File: src/rtl/bits_nibble_serializer.sv
// bits_nibble_serializer: takes one WORD_W-bit word per valid/ready
// handshake and emits it MSB-first as NIB_W-bit beats on a second one.
// Ports: clk, rst_n (async, active low); in_valid/in_ready/in_word
//   upstream; out_valid/out_ready/out_nib/out_last downstream;
//   word_cnt = 8-bit wrapping count of completed words.
// Option: define BITS_SER_PARITY_EN to add out_par (= ^out_nib).
module bits_nibble_serializer #(
    parameter int WORD_W = 41,
    parameter int NIB_W  = 4
) (
    input  logic              clk,
    input  logic              rst_n,
    input  logic              in_valid,
    output logic              in_ready,
    input  logic [WORD_W-1:0] in_word,
    output logic              out_valid,
    input  logic              out_ready,
    output logic [NIB_W-1:0]  out_nib,
    output logic              out_last,
    output logic [7:0]        word_cnt
`ifdef BITS_SER_PARITY_EN
    ,
    output logic              out_par
`endif
);

    localparam int BEATS = (WORD_W + NIB_W - 1) / NIB_W;
    localparam int SH_W  = BEATS * NIB_W;
    localparam int CNT_W = (BEATS > 1) ? $clog2(BEATS) : 1;

    typedef enum logic {
        IDLE = 1'b0,
        SEND = 1'b1
    } state_t;

    state_t             r_state;
    state_t             w_state_n;
    logic [SH_W-1:0]    r_shreg;
    logic [CNT_W-1:0]   r_cnt;
    logic [7:0]         r_word_cnt;
    logic               w_last;
    logic               w_xfer;
    logic               w_last_xfer;
    logic               w_load;

    // The pad sits above the word, so zero-extension at load
    // places it at the MSB end and the top slice is beat 0.
    assign w_last      = (r_state == SEND) && (r_cnt == '0);
    assign w_xfer      = (r_state == SEND) && out_ready;
    assign w_last_xfer = w_xfer && w_last;

    // Ready depends on out_ready in the same cycle so a new word can
    // be taken on the final beat with no bubble.
    assign in_ready = rst_n && ((r_state == IDLE) || w_last_xfer);
    assign w_load   = in_valid && in_ready;

    assign out_valid = (r_state == SEND);
    assign out_last  = w_last;
    assign out_nib   = r_shreg[SH_W-1 -: NIB_W];
    assign word_cnt  = r_word_cnt;

`ifdef BITS_SER_PARITY_EN
    // out_nib is a pure slice of r_shreg, so parity tracks it
    // through loads, shifts, stalls and reset.
    assign out_par = ^out_nib;
`endif

    always_comb begin
        w_state_n = r_state;
        unique case (r_state)
            IDLE: begin
                if (w_load) begin
                    w_state_n = SEND;
                end
            end
            SEND: begin
                if (w_last_xfer && !w_load) begin
                    w_state_n = IDLE;
                end
            end
            default: w_state_n = IDLE;
        endcase
    end

    always_ff @(posedge clk or negedge rst_n) begin
        if (!rst_n) begin
            r_state <= IDLE;
        end else begin
            r_state <= w_state_n;
        end
    end

    always_ff @(posedge clk or negedge rst_n) begin
        if (!rst_n) begin
            r_shreg <= '0;
            r_cnt   <= '0;
        end else if (w_load) begin
            r_shreg <= SH_W'(in_word);
            r_cnt   <= CNT_W'(BEATS - 1);
        end else if (w_xfer) begin
            r_shreg <= r_shreg << NIB_W;
            r_cnt   <= r_cnt - 1'b1;
        end
    end

    always_ff @(posedge clk or negedge rst_n) begin
        if (!rst_n) begin
            r_word_cnt <= '0;
        end else if (w_last_xfer) begin
            r_word_cnt <= r_word_cnt + 8'd1;
        end
    end

endmodule

File: config.mk
export PLATFORM = sky130hd
export DESIGN_NAME = bits_nibble_serializer
export DESIGN_NICKNAME = d
export VERILOG_FILES = /design/src/rtl/bits_nibble_serializer.sv
export SDC_FILE = /design/constraint.sdc
export NUM_CORES = 1
export LEC_CHECK = 0
export CAP_MARGIN = 25
export CORE_UTILIZATION = 45
export DETAILED_ROUTE_END_ITERATION = 16
export PLACE_DENSITY = 0.76
export SYNTH_ARGS = -nofsm -noshare
export SYNTH_HDL_FRONTEND = slang
export SYNTH_SLANG_ARGS = --single-unit
export TNS_END_PERCENT = 5
File: constraint.sdc
create_clock -name clk -period 3.6 [get_ports clk]
set_input_delay 0.54 -clock clk [delete_from_list [all_inputs] [get_ports clk]]
set_output_delay 0.54 -clock clk [all_outputs]
set_load 0.02 [all_outputs]
Word level (Yosys, flattened, before mapping)
Index checks and enable logic that the tools add are counted.
- bits in read-only memories: 0
- memories kept: 0
- bits in latches: 0
- register bits after elaboration: 57
- RAM bits: 0
- bits of input ports: 45
- shift-type cells: 0
- mux-type cells: 7
- equality and inequality tests: 0
- reduce and logical (&&, ||, !) cells: 10
- divide/modulo/power cells: 0
- $mul: 0
- order comparisons: 0
- bitwise operators: 1
- $add $sub $neg: 2
- operator list (kind ; count):
    44-bit two-way mux ; 2
    8-bit by 1-bit adder with 8-bit output, second input constant ; 1
    4-bit two-way mux ; 2
    1-bit logical AND ; 6
    4-bit zero test ; 1
    4-bit by 1-bit subtractor with 4-bit output, second input constant ; 1
    1-bit two-way mux ; 2
    1-bit one-hot mux with 2 select lines ; 1
    2-bit nonzero test ; 1
    1-bit zero test ; 1
    1-bit logical OR ; 1
    1-bit NOT ; 1

Logic depth before layout (Yosys ltp)
- depth after elaboration: 10
- gate-level depth with buffers: 6
- depth with buffers taken out: 5

Worst setup path after synthesis
OpenSTA, ideal clock, no wires.
- path type: reg2out
- start point: reg r_cnt[0]
- end point: out out_last
- arrival: 1.309 ns
- buffers on the path: 0
- slack: 1.751 ns
- cell stages (with the launch flop): 5
- cells stage by stage: dfrtp_1 inv_1 ha_1 or3b_4 nor2_1
- longest elaborated chain between the ends: 2
- ends and longest elaborated chain (element ; RTL line ; text):
    from (decl) ; 39 ; logic [CNT_W-1:0] r_cnt;
    from (signal assigned) ; 99 ; r_cnt <= CNT_W'(BEATS - 1);
    from (signal assigned) ; 102 ; r_cnt <= r_cnt - 1'b1;
    4-bit zero test ; 48 ; assign w_last = (r_state == SEND) && (r_cnt == '0);
    1-bit logical AND ; 48 ;
    to (decl) ; 19 ; output logic out_last,
Every way passes these cells.

Worst setup path after layout
- start point: in out_ready
- end point: out in_ready
- longest elaborated chain between the ends: 4
- ends and longest elaborated chain (element ; RTL line ; text):
    from (decl) ; 17 ; input logic out_ready,
    1-bit logical AND ; 49 ; assign w_xfer = (r_state == SEND) && out_ready;
    1-bit logical AND ; 50 ; assign w_last_xfer = w_xfer && w_last;
    1-bit logical OR ; 54 ; assign in_ready = rst_n && ((r_state == IDLE) || w_last_xfer);
    1-bit logical AND ; 54 ;
    to (decl) ; 14 ; output logic in_ready,
Every way passes these cells.

==> flow_summary_export.csv <==
group,metric,value,unit
synthesis,synth_compound_area_share,1.66,%
clocking,cts_resized,0,
placement,place.gp.congestion,0.760,
die,initial_utilization,46.9,%
synthesis,synth-edff-count,0,
die,num_rows,28,
synthesis,seq_area_frac_synth,51.1,%
critical_path,r2r_setup_slack,1.61,ns
drt,dr.pass1.iters,4,
timing,timing.setup.tns,0,ns
power_and_ir_drop,p_leak,1.67,nW
clocking,hold_buffers,0,
global_routing,top_usage_layer,"met2",
synthesis,yosys-top-cells-count,"mux2_2, dfrtp_1, mux2_1",
global_routing,grt_util_met1,20.8,%
synthesis,synth_simple_gate_area_share,6.45,%
drt,drc,0,
die,io_pins,60,
drt,wirelength,4750,um
final_layout,seq_area,1430,um2
synthesis,synth_top_family_by_area,"multiplexers",
power_and_ir_drop,p_per_area,680,nW/um2
global_routing,grt_util_met3,4.04,%
global_routing,grt_antenna_before_repair,0,
clocking,root_buffer,"clkbuf_8",
drt,drtAntennaViolNets,0,
final_layout,num-nets-final,319,
placement,io_buffers,59,
critical_path,cp_slowest_stage_delay,0.59,ns
drt,first_iter_violations,104,
synthesis,synth_top_area_share,51.1,%
placement,place_ws,0.679,ns
global_routing,grt_pass1_vias,1720,
global_routing,grt_pass1_wl,7910,um
global_routing,use_met2,26.5,%
timing,finalSetupViolCount,0,
synthesis,yosysTopAreaCell,"dfrtp_1",
clocking,path_clk_slew,0.06,ns
placement,place_hpwl,3210,um
final_layout,multi_input_area,1270,um2
synthesis,ys_ff_latch,57,
synthesis,synth_fa_ha_area_share,1.34,%
clocking,cts_tree,"built",
critical_path,cp_cell_sequence,"clkdlybuf4s50_1, and4bb_4, nand2b_1, and2_1, clkdlybuf4s50_1",
final_layout,drive_gt1_share,29.2,%
critical_path,cp-end-kind,"output port",
synthesis,yosys_warnings,0,
critical_path,critPathMaxFanout,7,
critical_path,worstSetupStartpoint,"out_ready",
timing,post-route-period-util,81.4,%
die,die_w,80.8,um
timing,finClkSkew,0.00873,ns
timing,min_period,2.93,ns
critical_path,critPathArrivalTime,2.39,ns
synthesis,synth_nets,260,
timing,finalHoldViolCount,0,
critical_path,r2r_end,"r_shreg[9]",
synthesis,syn-instance-count,212,
global_routing,track_usage,16.8,%
final_layout,area_delta_synth_final,28.5,%
die,dieArea,6520,um2
synthesis,avgSynthCellArea,13.2,um2
critical_path,reg2reg_depth,6,
clocking,clock_sinks,57,
clocking,clockBufferDepth,2,
clocking,insertion_delay,0.33,ns
run_status,status,"finished clean",
drt,via_per_inst,4.97,
timing,fin_ws,0.671,ns
synthesis,synth.area.mux_share,32.8,%
synthesis,synth_cell_types,31,
clocking,cts_setup_buffers,0,
final_layout,fillers,510,
synthesis,synth_xor_area_share,2.82,%
global_routing,gr-total-overflow,0,
timing,timing.fmax,341,MHz
timing,grt_setup_unrepaired,"no",
critical_path,reg2reg_from,"r_cnt[0]",
final_layout,antenna_cells,0,
power_and_ir_drop,vdd_ir_drop_max,0.000384,V
clocking,cts_buffers,9,
timing,slew_headroom,59.6,%
critical_path,required,3.06,ns
die,die_h,80.8,um
synthesis,yosys-top-cells-area,"dfrtp_1, mux2_2, mux2_1, mux2i_1, xnor2_1",
drt,wl_per_cell,13.6,um
synthesis,synthFlopType,"dfrtp_1",
synthesis,synth_area,2790,um2
timing,drv_slew,0,
critical_path,cpMaxStageDelayCell,"clkdlybuf4s50_1",
timing,worst_slew_pin_slew,0.606,ns
clocking,htree_levels,3,
flow_run,cap_viol_max_count,0,
critical_path,critPathLaunchType,"input port",
synthesis,yosysMostFrequentCell,"mux2_2",
synthesis,async_reset_ff_share,100,%
critical_path,path_class,"input port to output port",
min_path,hold_path_class,"input port to async pin",
die,core,5960,um2
critical_path,crit_end,"in_ready",
drt,vias,1735,
critical_path,path_common_cell,"clkdlybuf4s50_1",
global_routing,grt_max_degree,50,
critical path: cells and delay by family:
family | cells | cell delay [ns]
and+or+nand+nor | 3 | 0.68
buffers and inverters | 2 | 1.16
layer usage:
metal | part of all wire, % | vias up
met1 | 48 | 824
met4 | 2.2 | 0
met3 | 3.4 | 10
met2 | 47 | 42
met5 | 0 | -
li1 | - | 859
worst min path at each step:
| stage | cells past startpoint | slack (ns) | end |
|---|---|---|---|
| 4_1_cts | 1 | 0.13 | r_shreg[42] |
| 6_report | 1 | 0.13 | r_shreg[42] |
| 5_1_grt | 1 | 0.14 | r_shreg[42] |
| 3_5_place_dp | 1 | 0.47 | word_cnt[7] |
| 3_3_place_gp | 1 | 0.46 | word_cnt[7] |
| 2_1_floorplan | 0 | 0.24 | out_valid |
report_power, final:
part	switching (mW)	total (mW)	internal [mW]
sequential	0.145	1.04	0.893
combinational	0.348	0.894	0.546
clock	0.228	0.509	0.281
cells by family (layout without fill, tap and decap cells):
logic type / Yosys count / after routing
adders and majority gates: 3 / 3
buffers and inverters: 22 / 84
muxes: 82 / 82
AOI/OAI and AO/OA: 8 / 8
xor gates and xnor gates: 9 / 9
DFF: 57 / 57
and+or+nand+nor: 31 / 31
registers in the layout, summed over array words and instances, names as in the netlist:
register and cells:
out_valid 1, r_cnt 4, r_shreg 44, word_cnt 8
cells in the final DEF, fill, tap and decap left out:
cell type        instances
clkbuf_1                 3
inv_2                    1
or3_1                    1
nor3b_1                  1
or4b_1                   1
buf_2                    1
mux2_2                  59
and2_1                   2
a21oi_1                  5
nor3_1                   2
and4bb_4                 1
o21ai_0                  1
nand2_1                  8
nand2b_1                 1
nand3_1                  6
and4_1                   1
o211ai_1                 1
dfrtp_1                 57
xnor2_1                  6
and3_1                   1
nor2_1                   2
buf_4                    3
ha_1                     3
mux2i_1                  7
or3b_4                   1
mux2_1                  16
clkdlybuf4s50_1         58
or3_2                    1
clkbuf_8                11
o21ai_4                  1
xor2_1                   3
nand2_2                  1
inv_1                    7
nand4_1                  1
per-stage QoR:
step           std cells  utilization, %  cell area, um2  hold WS [ns]  power [mW]
5_1_grt              349            60.3            3590         0.143        2.63
3_3_place_gp         335            57.5            3430         0.462        1.92
2_1_floorplan        212               -            2790         0.244        1.71
3_5_place_dp         335            57.5            3430         0.466        1.96
6_report             349            60.3            3590         0.130        2.44
4_1_cts              349            60.3            3590         0.129        2.48
layout make-up:
| cell class | count | share of cell area (%) |
|---|---|---|
| well taps | 75 | 2.62 |
| repair buffers | 62 | 16.9 |
| flip-flops and latches | 57 | 39.7 |
| multi-input cells | 133 | 35.3 |
| clock buffers | 14 | 4.53 |
| inverters | 8 | 0.837 |
Power figures use the tool's default switching activity.
